File: src/rtl/spi_mem_pkg.sv
// rtl/spi_mem_pkg.sv - shared constants, state encoding and frame sizing for the SPI memory controller
package spi_mem_pkg;

    localparam logic [7:0] SPI_CMD_READ  = 8'h03;
    localparam logic [7:0] SPI_CMD_WRITE = 8'h02;

    typedef enum logic [2:0] {
        IDLE,
        CHECK,
        SETUP,
        SHIFT,
        HOLD,
        DONE
    } state_t;

    function automatic int unsigned nbits(input int unsigned addr_w, input int unsigned nbytes);
        return 8 + addr_w + 8 * nbytes;
    endfunction

endpackage

File: src/rtl/spi_clk_div.sv
// rtl/spi_clk_div.sv - SCLK generator: DIV cycles low then DIV cycles high per bit, cleared while disabled
module spi_clk_div #(
    parameter int DIV = 1
) (
    input  logic clk,
    input  logic rst_n,
    input  logic i_en,
    output logic o_sclk,
    output logic o_rise_tick,
    output logic o_fall_tick
);

    localparam int CW = (DIV > 1) ? $clog2(DIV) : 1;

    logic [CW-1:0] r_cnt;
    logic          r_phase;
    logic          w_wrap;

    assign w_wrap = (r_cnt == CW'(DIV - 1));

    always_ff @(posedge clk) begin
        if (!rst_n || !i_en) begin
            r_cnt   <= '0;
            r_phase <= 1'b0;
        end else if (w_wrap) begin
            r_cnt   <= '0;
            r_phase <= ~r_phase;
        end else begin
            r_cnt   <= r_cnt + CW'(1);
        end
    end

    // Ticks flag the clk edge on which the registered sclk level flips
    assign o_sclk      = r_phase;
    assign o_rise_tick = i_en & w_wrap & ~r_phase;
    assign o_fall_tick = i_en & w_wrap &  r_phase;

endmodule

File: src/rtl/spi_mem_ctrl.sv
// rtl/spi_mem_ctrl.sv - parametrised SPI flash/RAM controller with request handshake and error response
module spi_mem_ctrl #(
    parameter int NUM_CS    = 2,
    parameter int ADDR_W    = 24,
    parameter int DIV       = 1,
    parameter int MAX_BYTES = 4,
    parameter int CSW       = (NUM_CS > 1) ? $clog2(NUM_CS) : 1
) (
    input  logic              clk,
    input  logic              rst_n,
    input  logic              req_valid,
    output logic              req_ready,
    input  logic              req_write,
    input  logic [CSW-1:0]    req_cs,
    input  logic [ADDR_W-1:0] req_addr,
    input  logic [2:0]        req_nbytes,
    input  logic [31:0]       req_wdata,
    output logic              rsp_valid,
    output logic              rsp_err,
    output logic [31:0]       rsp_rdata,
    output logic              sclk,
    output logic              mosi,
    input  logic              miso,
    output logic [NUM_CS-1:0] cs_n
);

    import spi_mem_pkg::*;

    localparam int DW     = 8 * MAX_BYTES;
    localparam int SR_W   = 8 + ADDR_W + DW;
    localparam int NB_MAX = int'(nbits(ADDR_W, MAX_BYTES));
    localparam int BW     = $clog2(NB_MAX + 1);

    state_t              r_state;
    state_t              w_next;
    logic                r_write;
    logic [CSW-1:0]      r_cs;
    logic [ADDR_W-1:0]   r_addr;
    logic [2:0]          r_nbytes;
    logic [31:0]         r_wdata;
    logic                r_err;
    logic [SR_W-1:0]     r_shift;
    logic [31:0]         r_rx;
    logic [BW-1:0]       r_bit;
    logic [NUM_CS-1:0]   r_cs_n;
    logic [31:0]         r_rdata;
    logic                w_illegal;
    logic                w_last;
    logic                w_clk_en;
    logic                w_rise;
    logic                w_fall;
    logic [DW-1:0]       w_data_field;
    logic [31:0]         w_rdata;

    spi_clk_div #(.DIV(DIV)) u_clk_div (
        .clk         (clk),
        .rst_n       (rst_n),
        .i_en        (w_clk_en),
        .o_sclk      (sclk),
        .o_rise_tick (w_rise),
        .o_fall_tick (w_fall)
    );

    assign w_illegal = (r_nbytes == 3'd0) || (r_nbytes > 3'(MAX_BYTES))
                     || ({1'b0, r_cs} >= (CSW + 1)'(NUM_CS));
    assign w_last    = (r_bit == BW'(nbits(ADDR_W, 32'(r_nbytes)) - 1));

    // Write bytes go out byte 0 first; unused and read slots shift out as zero
    always_comb begin
        w_data_field = '0;
        for (int k = 0; k < MAX_BYTES; k++) begin
            if (r_write && (k < int'(r_nbytes))) begin
                w_data_field[8*(MAX_BYTES-1-k) +: 8] = r_wdata[8*k +: 8];
            end
        end
    end

    // First received byte sits highest in r_rx; map it to byte 0 of the response
    always_comb begin
        w_rdata = '0;
        for (int k = 0; k < MAX_BYTES; k++) begin
            if (k < int'(r_nbytes)) begin
                w_rdata[8*k +: 8] = r_rx[8*(int'(r_nbytes)-1-k) +: 8];
            end
        end
    end

    always_ff @(posedge clk) begin
        if (!rst_n) begin
            r_state <= IDLE;
        end else begin
            r_state <= w_next;
        end
    end

    always_comb begin
        w_next = r_state;
        case (r_state)
            IDLE:    if (req_valid) w_next = CHECK;
            CHECK:   w_next = w_illegal ? DONE : SETUP;
            SETUP:   w_next = SHIFT;
            SHIFT:   if (w_fall && w_last) w_next = HOLD;
            HOLD:    w_next = DONE;
            DONE:    w_next = IDLE;
            default: w_next = IDLE;
        endcase
    end

    always_comb begin
        req_ready = (r_state == IDLE);
        rsp_valid = (r_state == DONE);
        rsp_err   = (r_state == DONE) && r_err;
        w_clk_en  = (r_state == SHIFT);
    end

    always_ff @(posedge clk) begin
        if (!rst_n) begin
            r_write  <= 1'b0;
            r_cs     <= '0;
            r_addr   <= '0;
            r_nbytes <= '0;
            r_wdata  <= '0;
            r_err    <= 1'b0;
            r_shift  <= '0;
            r_rx     <= '0;
            r_bit    <= '0;
            r_cs_n   <= '1;
            r_rdata  <= '0;
        end else begin
            // Select decoded from the next state so cs_n is a clean register output
            if (w_next == SETUP || w_next == SHIFT || w_next == HOLD) begin
                r_cs_n <= ~(NUM_CS'(1) << r_cs);
            end else begin
                r_cs_n <= '1;
            end
            case (r_state)
                IDLE: begin
                    if (req_valid) begin
                        r_write  <= req_write;
                        r_cs     <= req_cs;
                        r_addr   <= req_addr;
                        r_nbytes <= req_nbytes;
                        r_wdata  <= req_wdata;
                    end
                end
                CHECK: begin
                    r_err <= w_illegal;
                    r_rx  <= '0;
                    r_bit <= '0;
                    if (w_illegal) begin
                        r_rdata <= '0;
                    end else begin
                        r_shift <= {(r_write ? SPI_CMD_WRITE : SPI_CMD_READ), r_addr, w_data_field};
                    end
                end
                SHIFT: begin
                    if (w_rise) begin
                        r_rx <= {r_rx[30:0], miso};
                    end
                    if (w_fall) begin
                        r_shift <= r_shift << 1;
                        r_bit   <= r_bit + BW'(1);
                    end
                end
                HOLD: begin
                    r_rdata <= r_write ? 32'd0 : w_rdata;
                end
                default: ;
            endcase
        end
    end

    assign mosi      = r_shift[SR_W-1];
    assign cs_n      = r_cs_n;
    assign rsp_rdata = r_rdata;

endmodule

File: config.mk
export PLATFORM = sky130hd
export DESIGN_NAME = spi_mem_ctrl
export DESIGN_NICKNAME = d
export VERILOG_FILES = /design/src/rtl/spi_mem_pkg.sv /design/src/rtl/spi_clk_div.sv /design/src/rtl/spi_mem_ctrl.sv
export SDC_FILE = /design/constraint.sdc
export NUM_CORES = 1
export LEC_CHECK = 0
export CAP_MARGIN = 10
export CORE_MARGIN = 5
export CORE_UTILIZATION = 45
export DETAILED_ROUTE_END_ITERATION = 12
export GPL_ROUTABILITY_DRIVEN = 0
export GPL_TIMING_DRIVEN = 0
export PLACE_DENSITY = 0.66
export SKIP_CTS_REPAIR_TIMING = 1
export SYNTH_ARGS = -nofsm -noshare
export SYNTH_HDL_FRONTEND = slang
export SYNTH_HIERARCHICAL = 1
export SYNTH_SLANG_ARGS = --single-unit
File: constraint.sdc
create_clock -name clk -period 3.2 [get_ports clk]
set_input_delay 0.64 -clock clk [delete_from_list [all_inputs] [get_ports clk]]
set_output_delay 0.64 -clock clk [all_outputs]
set_load 0.005 [all_outputs]
== After elaboration in Yosys (flattened, before gate mapping) ==
Cells that the tools add are included.
Word-level totals
  register bits: 204
  input port bits: 65
  output and inout bits: 39
  logic and storage cells: 97
Cells by class
  add/subtract/negate cells: 8
  $lt $le $gt $ge: 5
  equal/unequal tests: 13
  shift operators: 5
  mux-type cells: 23
  bitwise logic cells: 6
  reduce and logical (&&, ||, !) cells: 23
Operator list (count)
  two-way mux 64 bit: 2
  case mux 32 bit (2 select lines): 2
  case mux 64 bit (2 select lines): 1
  two-way mux 32 bit: 3
  two-way mux 8 bit: 8
  indexed part select 32 x 32 -> 8 bit: 2
  indexed part select 32 x 7 -> 8 bit: 1
  indexed part select 32 x 8 -> 8 bit: 1
  case mux 3 bit (5 select lines): 1
  case mux 7 bit (2 select lines): 1
  == test 3 x 2 -> 1 bit (second input constant): 4
  AND reduction 2 bit: 5
  subtractor 4 x 3 -> 5 bit (second input constant): 2
  == test 3 bit (second input constant): 3
  two-way mux 3 bit: 3
  inequality test 2 bit (second input constant): 4
  adder 6 x 6 -> 7 bit (first input constant): 1
  adder 7 x 1 -> 7 bit (second input constant): 1
  == test 7 bit: 1
  two-way mux 7 bit: 1
  subtractor 7 x 1 -> 7 bit (second input constant): 1
  logical AND 1 bit: 6
  zero test 3 bit: 2
  less-than comparator 1 x 3 -> 1 bit (first input constant): 2
  other kinds (16): 25

== Logic depth before layout (Yosys ltp) ==
Gate-level depths: netlist of run 1.
  word-level depth: 10
  depth in mapped cells: 12
  gate-level depth less buffers: 8

== By module ==
Netlist of run 1, hierarchy kept.
By module, submodules not included
  spi_mem_ctrl: times used 1, cells an instance 985, area each 8892.3 um^2, sequential area each 4043.9 um^2
  spi_clk_div: times used 1, cells an instance 7, area each 76.3 um^2, sequential area each 40.0 um^2

== Worst setup path before layout of run 1 ==
OpenSTA, ideal clock, no wires.
  path type: register to register
  from: reg r_nbytes[0]
  to: reg r_rdata[16], in the netlist rsp_rdata[16]
  library setup time: 0.061 ns
  data arrival time: 2.672 ns
  required time: 3.139 ns
  setup slack: 0.467 ns
  cell stages (with the launch flop): 11
  buffers on the path: 4
  clock period less this slack: 2.733 ns
  cell sequence: dfxtp_1 buf_4 buf_2 inv_2 clkbuf_1 ha_1 buf_2 clkinv_1 ha_1 nor4_4 a32o_1
On the way
  longest elaborated chain between the ends: 6
  elaborated cells between the ends (all ways): 12
  classes of those cells: add/sub (2); order compare (2); eq/ne (1); shift (1); mux (3); reduce/logical (3)
Ends and longest elaborated chain
  from (decl): RTL line spi_mem_ctrl.sv:39  | logic [2:0] r_nbytes;
  from (signal assigned): RTL line spi_mem_ctrl.sv:142  | r_nbytes <= req_nbytes;
  subtractor 3 x 1 -> 4 bit: RTL line spi_mem_ctrl.sv:83  | w_rdata[8*k +: 8] = r_rx[8*(int'(r_nbytes)-1-k) +: 8];
  subtractor 4 x 3 -> 5 bit: RTL line spi_mem_ctrl.sv:83
  indexed part select 32 x 32 -> 8 bit: RTL line spi_mem_ctrl.sv:83
  two-way mux 8 bit: RTL line spi_mem_ctrl.sv:82  | if (k < int'(r_nbytes)) begin
  two-way mux 32 bit: RTL line spi_mem_ctrl.sv:166  | r_rdata <= r_write ? 32'd0 : w_rdata;
  case mux 32 bit (2 select lines): RTL line spi_mem_ctrl.sv:136  | case (r_state)
  to (signal assigned): RTL line spi_mem_ctrl.sv:166
  to (decl): RTL line spi_mem_ctrl.sv:46  | logic [31:0] r_rdata;
Several ways; a longest one is shown, not always the timed one.
A chain may end at the register's enable or synchronous reset.

== Final worst setup path of run 1 ==
  from: reg r_state[1]
  to: reg r_shift[55]
On the way
  longest elaborated chain between the ends: 5
  elaborated cells between the ends (all ways): 9
  classes of those cells: eq/ne (4); mux (1); bitwise (2); reduce/logical (2)
Ends and longest elaborated chain
  from (decl): RTL line spi_mem_ctrl.sv:34  | state_t r_state;
  from (signal assigned): RTL line spi_mem_ctrl.sv:92  | r_state <= w_next;
  == test 3 x 2 -> 1 bit: RTL line spi_mem_ctrl.sv:113  | w_clk_en = (r_state == SHIFT);
  via w_clk_en: RTL line spi_mem_ctrl.sv:49  | logic w_clk_en;
  AND 1 bit (2 in a row): RTL line spi_clk_div.sv:36  | assign o_fall_tick = i_en & w_wrap & r_phase;
  via w_fall: RTL line spi_mem_ctrl.sv:51  | logic w_fall;
  inequality test 2 bit (no line)
  AND reduction 3 bit (no line)
  to (signal assigned): RTL line spi_mem_ctrl.sv:153  | r_shift <= {(r_write ? SPI_CMD_WRITE : SPI_CMD_READ), r_addr, w_data_field};
  to (signal assigned): RTL line spi_mem_ctrl.sv:161  | r_shift <= r_shift << 1;
  to (decl): RTL line spi_mem_ctrl.sv:42  | logic [SR_W-1:0] r_shift;
The timed path passes the listed nets, and every way through them passes these cells.

==> results of run 1 <==
synthesized netlist by cell type (2+ instances only):
master    instances
a21boi_0         56
a21boi_1          6
a21oi_1           3
a221o_1          14
a221oi_1         17
a22o_1           10
a22oi_1          39
a31oi_1          10
a32o_1           22
and2_1            4
and3_1            4
buf_2            34
buf_4            11
clkbuf_1         37
dfxtp_1         204
ha_1              8
inv_1             3
inv_2             3
mux2i_1          32
nand2_1         224
nand2b_1          6
nand3_1          44
nand4_1          11
nor2_1           25
nor2b_1          43
nor3_1            5
nor3_2            4
nor4_4            2
o211a_1          31
o21a_1            2
o21ai_0          31
o21ai_1           3
o22ai_1           8
xnor2_1           6
xor2_1            5
kinds of logic (layout without fill, tap and decap cells):
logic type / count (synthesis) / count (layout) / share of synthesized area (%)
xor+xnor: 12 / 12 / 1.26
mux: 33 / 33 / 3.70
other cells: 1 / 1 / 0.0418
flops: 204 / 204 / 45.5
simple gates: 383 / 383 / 20.3
buf+inv: 91 / 232 / 4.83
compound gates: 260 / 260 / 23.2
fa+ha+maj: 8 / 8 / 1.12
metal layers:
layer	wire, um	GRT usage (%)	vias up
met3	1210	3.05	44
met1	10800	27.7	3599
met2	10600	33.2	193
met5	0	0	-
met4	820	7.34	0
li1	-	-	3797
stage by stage:
stage | worst slack, ns | utilization, %
floorplan | 0.467 | -
global placement | -0.226 | 52.9
detailed placement | -0.253 | 52.9
CTS | -0.270 | 56.5
global route | 0.0169 | 56.7
finish | 0.198 | 56.7
power by group:
part | switching [mW] | leakage (nW) | internal (mW)
registers | 0.133 | 1.66 | 2.79
clock network | 0.993 | 0.348 | 1.48
logic | 0.906 | 2.34 | 0.591
worst max-delay path: stages (launching register included):
cell and delay [ns]:
dfxtp_1 0.44, buf_4 0.24, nand3b_4 0.16, inv_2 0.17
buf_4 0.20, buf_2 0.28, and3b_2 0.25, nand2b_1 0.29
o311a_4 0.32, buf_6 0.16, buf_4 0.18, nand3_1 0.09
o211a_1 0.13
area by class of cell:
| cell class | instances | area [sq um] |
|---|---|---|
| Sequential cell | 204 | 4080 |
| Tap cell | 265 | 332 |
| Timing Repair Buffer | 105 | 1050 |
| Clock buffer | 32 | 649 |
| Fill cell | 1843 | 8450 |
| Clock inverter | 5 | 53.8 |
| Inverter | 7 | 30.0 |
| Multi-Input combinational cell | 697 | 4470 |
| Buffer | 83 | 410 |
final timing paths:
path,start,cells past startpoint,end
max reg2reg,r_state[1],12,r_shift[55]
min reg2reg,r_cs,1,cs_n[1]
max,r_state[1],12,r_shift[55]
min,r_cs,1,cs_n[1]
state kept, by name (all words and copies together), names as in the netlist:
signal            cells
r_state               3
r_nbytes              3
r_cs                  1
cs_n                  2
r_err                 1
r_shift              64
r_wdata              32
u_clk_div/r_cnt       1
u_clk_div/o_sclk      1
r_bit                 7
rsp_rdata            32
r_addr               24
r_rx                 32
r_write               1
==> qor.txt, run 1 <==
Die X-Extent: 151 um
Clock latency on the worst-skew pair: 0.51 ns
Worst path arrival time: 3.41 ns
Hold slack final: 0.398 ns
CTS tree: done
Leading post-synthesis cells by cell area: dfxtp_1 (46%), nand2_1 (9.4%), a21boi_0 (4.7%)
Final standard cell count with taps included and fillers excluded: 1,398
Initial antenna violation count: 0
DRC: 0
Class of the tightest hold or removal check: register to register
Most frequent standard cell in the layout excluding fill and tap cells: nand2_1
Worst setup EP type: register
Via density per instance: 5.46
Grt ovf: 0
Starting density of the core: 45.9%
Share of Yosys cell area claimed by the top area cell type: 45.5%
Overall die height: 151 um
Final HPWL DP: 17.2 mm
Total of endpoints with negative setup slack in the final report: 0
Inserted Clock Buffers: 22
Mapped cell area: 8970 sq um
Kind of start point of the critical path: register
Reg2Reg Setup Slack: 0.20 ns
Slew at the pin with the worst max-slew slack: 0.680 ns
Number of enable flip-flop cells after synthesis: 0
Count of antenna-violating nets left after detailed routing: 0
Worst-case clock skew: 0.0175 ns
First-pass iteration count of the detailed router: 5
Placed insts: 1,360
Path type of the worst setup path: register to register
Mean instance size in the synthesized netlist: 9.04 sq um
Highest fanout seen on the critical path: 12
Max Slew Vio Count: 0
Wire length of the first global-routing pass: 37.7 mm
Layout overhead on the synthesized area: 23.5%
I/O Buffers: 103
Setup TNS: 0 ns
Site Rows: 51
Buffer cell driving the clock tree root: clkbuf_16
Total placed instance area: 10,300 sq um
Highest-count cells in the layout ignoring fill and taps: nand2_1 (224), dfxtp_1 (204), clkdlybuf4s50_1 (103), a21boi_0 (56), nand3_1 (44)
Number of global-route vias before repair: 7,299
Power, Total: 6.89 mW
DR vias: 7,633
Number of DRC violations after detailed-routing iteration 0: 468
Number of distinct library cells after synthesis: 60
Wire per inst: 16.8 um
Area of the die: 22,900 sq um
Cell Pwr Density: 622 nW/um^2
Boundary pin count: 104
Post-layout instance area: 11,100 sq um
Unrepaired setup endpoints after global routing: false
Tot GR Track Use: 20.4%
Cell taking the most area after synthesis: dfxtp_1
Pin count of the biggest net entering global routing: 14
Core footprint: 19,500 sq um
Max_slew headroom: 54.7%
Max Clk Rate: 333 MHz
Synthesis Warnings: 7
H-tree level count: 1
Synthesized instance count: 992
Crit path required time: 3.61 ns
Sum of routed wire length over all layers: 23.5 mm
Total number of nets in the final design: 1,193
Asr flop ratio synth: 0%
Antenna diode count: 0
Number of max-cap violations: 0
Largest buffer count on any clock path: 3
Min Tclk post-route: 3.00 ns
Hold Vio Cnt, Final: 0
Fraction of final layout cells sized beyond drive strength 1: 9.27%
Fraction of the yosys area taken by sequential cells: 45.5%
Number of sinks on the clock net: 204
#FFs+latches synth: 204
Clock transition at the registers of the reported paths: 0.06 ns
Main flop type after synthesis: dfxtp_1
Result of the run: finished, final reports clean
VDD IR-drop max: 0.337 mV
Final cycle utilization of the critical path: 93.8%
Nets in the synthesized netlist: 1,065
P_leak: 4.34 nW
Power figures use the tool's default switching activity.
==> run 2: changes to the inputs <==
--- a/config.mk
+++ b/config.mk
@@ -10,9 +10,9 @@
 export CORE_UTILIZATION = 45
 export DETAILED_ROUTE_END_ITERATION = 12
 export GPL_ROUTABILITY_DRIVEN = 0
-export GPL_TIMING_DRIVEN = 0
 export PLACE_DENSITY = 0.66
 export SKIP_CTS_REPAIR_TIMING = 1
+export SLEW_MARGIN = 20
 export SYNTH_ARGS = -nofsm -noshare
 export SYNTH_HDL_FRONTEND = slang
 export SYNTH_HIERARCHICAL = 1
==> run 2 against run 1 <==
Sequential share of layout area up 0.52 points; wire length down 12%; non-clock buffer count down 70; die area unchanged; worst setup slack better by 0.11 ns; final cell count down 4.6%; largest power group unchanged; highest routed layer unchanged.
==> qor.txt, run 2 (synthesis results as in run 1) <==
Result of the run: finished, final reports clean
Core footprint: 19,500 sq um (unchanged)
Wire per inst: 15.4 um (-8.2%)
Wire length of the first global-routing pass: 33.9 mm (-10%)
Number of max-cap violations: 0 (unchanged)
Hold Startpoint: r_cs
Largest buffer count on any clock path: 3 (unchanged)
Path type of the worst setup path: register to output port
End of the worst hold path: cs_n[1]
P_leak: 4.21 nW (-3.2%)
DRC: 0 (unchanged)
Cell Pwr Density: 647 nW/um^2 (+4.0%)
Number of DRC violations after detailed-routing iteration 0: 634 (+35%)
Min Tclk post-route: 2.89 ns (-0.108 ns)
Initial antenna violation count: 0 (unchanged)
Clock latency on the worst-skew pair: 0.50 ns (about the same)
Class of the tightest hold or removal check: register to register
Max_slew headroom: 52.4% (-2.3 points)
Count of antenna-violating nets left after detailed routing: 0 (unchanged)
Final cycle utilization of the critical path: 90.5% (-3.4 points)
First-pass iteration count of the detailed router: 4 (-1)
Switching power as a share of total power: 28.0% (-1.5 points)
Clock transition at the registers of the reported paths: 0.06 ns (about the same)
Setup TNS: 0 ns (unchanged)
Boundary pin count: 104 (unchanged)
I/O Buffers: 103 (unchanged)
Flip-flop and latch area: 4080 sq um (unchanged)
Unrepaired setup endpoints after global routing: false
Highest fanout seen on the critical path: 14 (+2)
Highest-count cells in the layout ignoring fill and taps: nand2_1 (223), dfxtp_1 (204), clkdlybuf4s50_1 (102), a21boi_0 (56), nand3_1 (44)
Fraction of power consumed by the clock network: 39.5% (+3.6 points)
Buffer cell driving the clock tree root: clkbuf_16
Register bank with the most flops: r_shift
Tot GR Track Use: 17.7% (-2.7 points)
Max Slew Vio Count: 0 (unchanged)
Starting density of the core: 45.9% (unchanged)
Sum of routed wire length over all layers: 20.5 mm (-12%)
Total number of nets in the final design: 1,124 (-5.8%)
Hold Crit Depth: 1 (unchanged)
Number of sinks on the clock net: 204 (unchanged)
Number of global-route vias before repair: 6,725 (-7.9%)
Slew at the pin with the worst max-slew slack: 0.713 ns (+0.0330 ns)
Site Rows: 51 (unchanged)
Fraction of final layout cells sized beyond drive strength 1: 7.58% (-1.7 points)
CTS tree: done
Hold Vio Cnt, Final: 0 (unchanged)
Die X-Extent: 151 um (unchanged)
Total of endpoints with negative setup slack in the final report: 0 (unchanged)
Overall die height: 151 um (unchanged)
Reg2reg start: r_state[1]
Final HPWL DP: 13.3 mm (-23%)
Sequential cell fraction of total power: 41.7% (-0.7 points)
H-tree level count: 1 (unchanged)
Multi-input combinational cell area: 4460 sq um (-0.17%)
Share of total power in combinational logic: 18.8% (-2.9 points)
Crit path required time: 2.56 ns (-1.05 ns)
Crit path setup slack, layout: 0.305 ns (+0.108 ns)
Antenna diode count: 0 (unchanged)
Internal portion of total power: 5.09 mW (+4.6%)
Number of filler cells placed in the layout: 1,810 (-1.8%)
Flip-flop count of the largest register after layout: 64 (unchanged)
Worst setup EP type: output port
Reg2Reg Setup Slack: 0.59 ns (+0.39 ns)
DP Worst Slack: 0.576 ns (+0.829 ns)
Area of the die: 22,900 sq um (unchanged)
Grt ovf: 0 (unchanged)
VDD IR-drop max: 0.346 mV (+2.9%)
Kind of start point of the critical path: register
Pin count of the biggest net entering global routing: 163 (+149)
R2r worst-path depth: 8 (-4)
Via density per instance: 5.44 (-0.43%)
Net switching power figure: 1.98 mW (-2.6%)
DR vias: 7,247 (-5.1%)
Max Clk Rate: 345 MHz (+3.7%)
Layout overhead on the synthesized area: 21.7%
Worst path arrival time: 2.25 ns (-1.16 ns)
Inserted Clock Buffers: 23 (+4.5%)
Most frequent standard cell in the layout excluding fill and tap cells: nand2_1
Worst-case clock skew: 0.0127 ns (-0.00475 ns)
Endpoint of the lowest-slack register-to-register path: r_rx[0]
[run 2: final cells by class]
class	count	share of cell area, %
clock buffer	29	5.94
clock inverter	13	1.58
inverter	7	0.241
multi-input combinational	697	40.9
sequential	204	37.4
tap	265	3.04
timing repair buffer	118	10.9
[run 2: through the flow]
stage | total power, mW | hold WS, ns | instances | util [%] | instance area (sq um)
5_1_grt | 7.44 | 0.420 | 1333 | 55.9 | 10900
3_3_place_gp | 4.32 | 0.378 | 1290 | 51.7 | 10100
4_1_cts | 7.16 | 0.391 | 1332 | 55.9 | 10900
2_1_floorplan | 3.99 | 0.366 | 992 | - | 8970
3_5_place_dp | 4.33 | 0.376 | 1290 | 51.7 | 10100
6_report | 7.07 | 0.392 | 1333 | 55.9 | 10900
[run 2: power groups by stage]
stage | Combinational, mW | Clock [mW] | Sequential [mW]
final | 1.33 | 2.79 | 2.95
after global routing | 1.48 | 2.98 | 2.98
after CTS | 1.34 | 2.87 | 2.95
after detailed placement | 1.33 | 0 | 3.00
after global placement | 1.32 | 0 | 3.00
after floorplan | 1.06 | 0 | 2.93
[run 2: metal layers]
| metal | GRT usage, % | share of wire, % | vias up |
|---|---|---|---|
| met5 | 0 | 0 | - |
| met4 | 3.76 | 1.5 | 0 |
| met3 | 2.87 | 4.8 | 23 |
| met2 | 28.0 | 45 | 145 |
| met1 | 25.7 | 49 | 3409 |
| li1 | - | - | 3670 |
[run 2: worst max-delay path by stage]
stage,startpoint,end,cells past startpoint
6_report,r_state[1],rsp_err,4
5_1_grt,r_state[1],rsp_err,4
4_1_cts,r_state[1],rsp_err,4
3_5_place_dp,r_nbytes[1],rsp_rdata[28],8
3_3_place_gp,r_nbytes[1],rsp_rdata[24],8
2_1_floorplan,r_nbytes[0],rsp_rdata[16],10
[run 2: worst max-delay path, stage by stage (launching register included)]
cell and delay (ns):
dfxtp_1 0.70, inv_2 0.22, and3_1 0.23, and2_1 0.16, clkdlybuf4s50_1 0.45
==> run 3: changes to the inputs <==
--- a/config.mk
+++ b/config.mk
@@ -5,7 +5,7 @@
 export SDC_FILE = /design/constraint.sdc
 export NUM_CORES = 1
 export LEC_CHECK = 0
-export CAP_MARGIN = 10
+export CAP_MARGIN = 20
 export CORE_MARGIN = 5
 export CORE_UTILIZATION = 45
 export DETAILED_ROUTE_END_ITERATION = 12
==> results of run 3 <==
Final layout, timing and power as in run 2 (identical DEF).
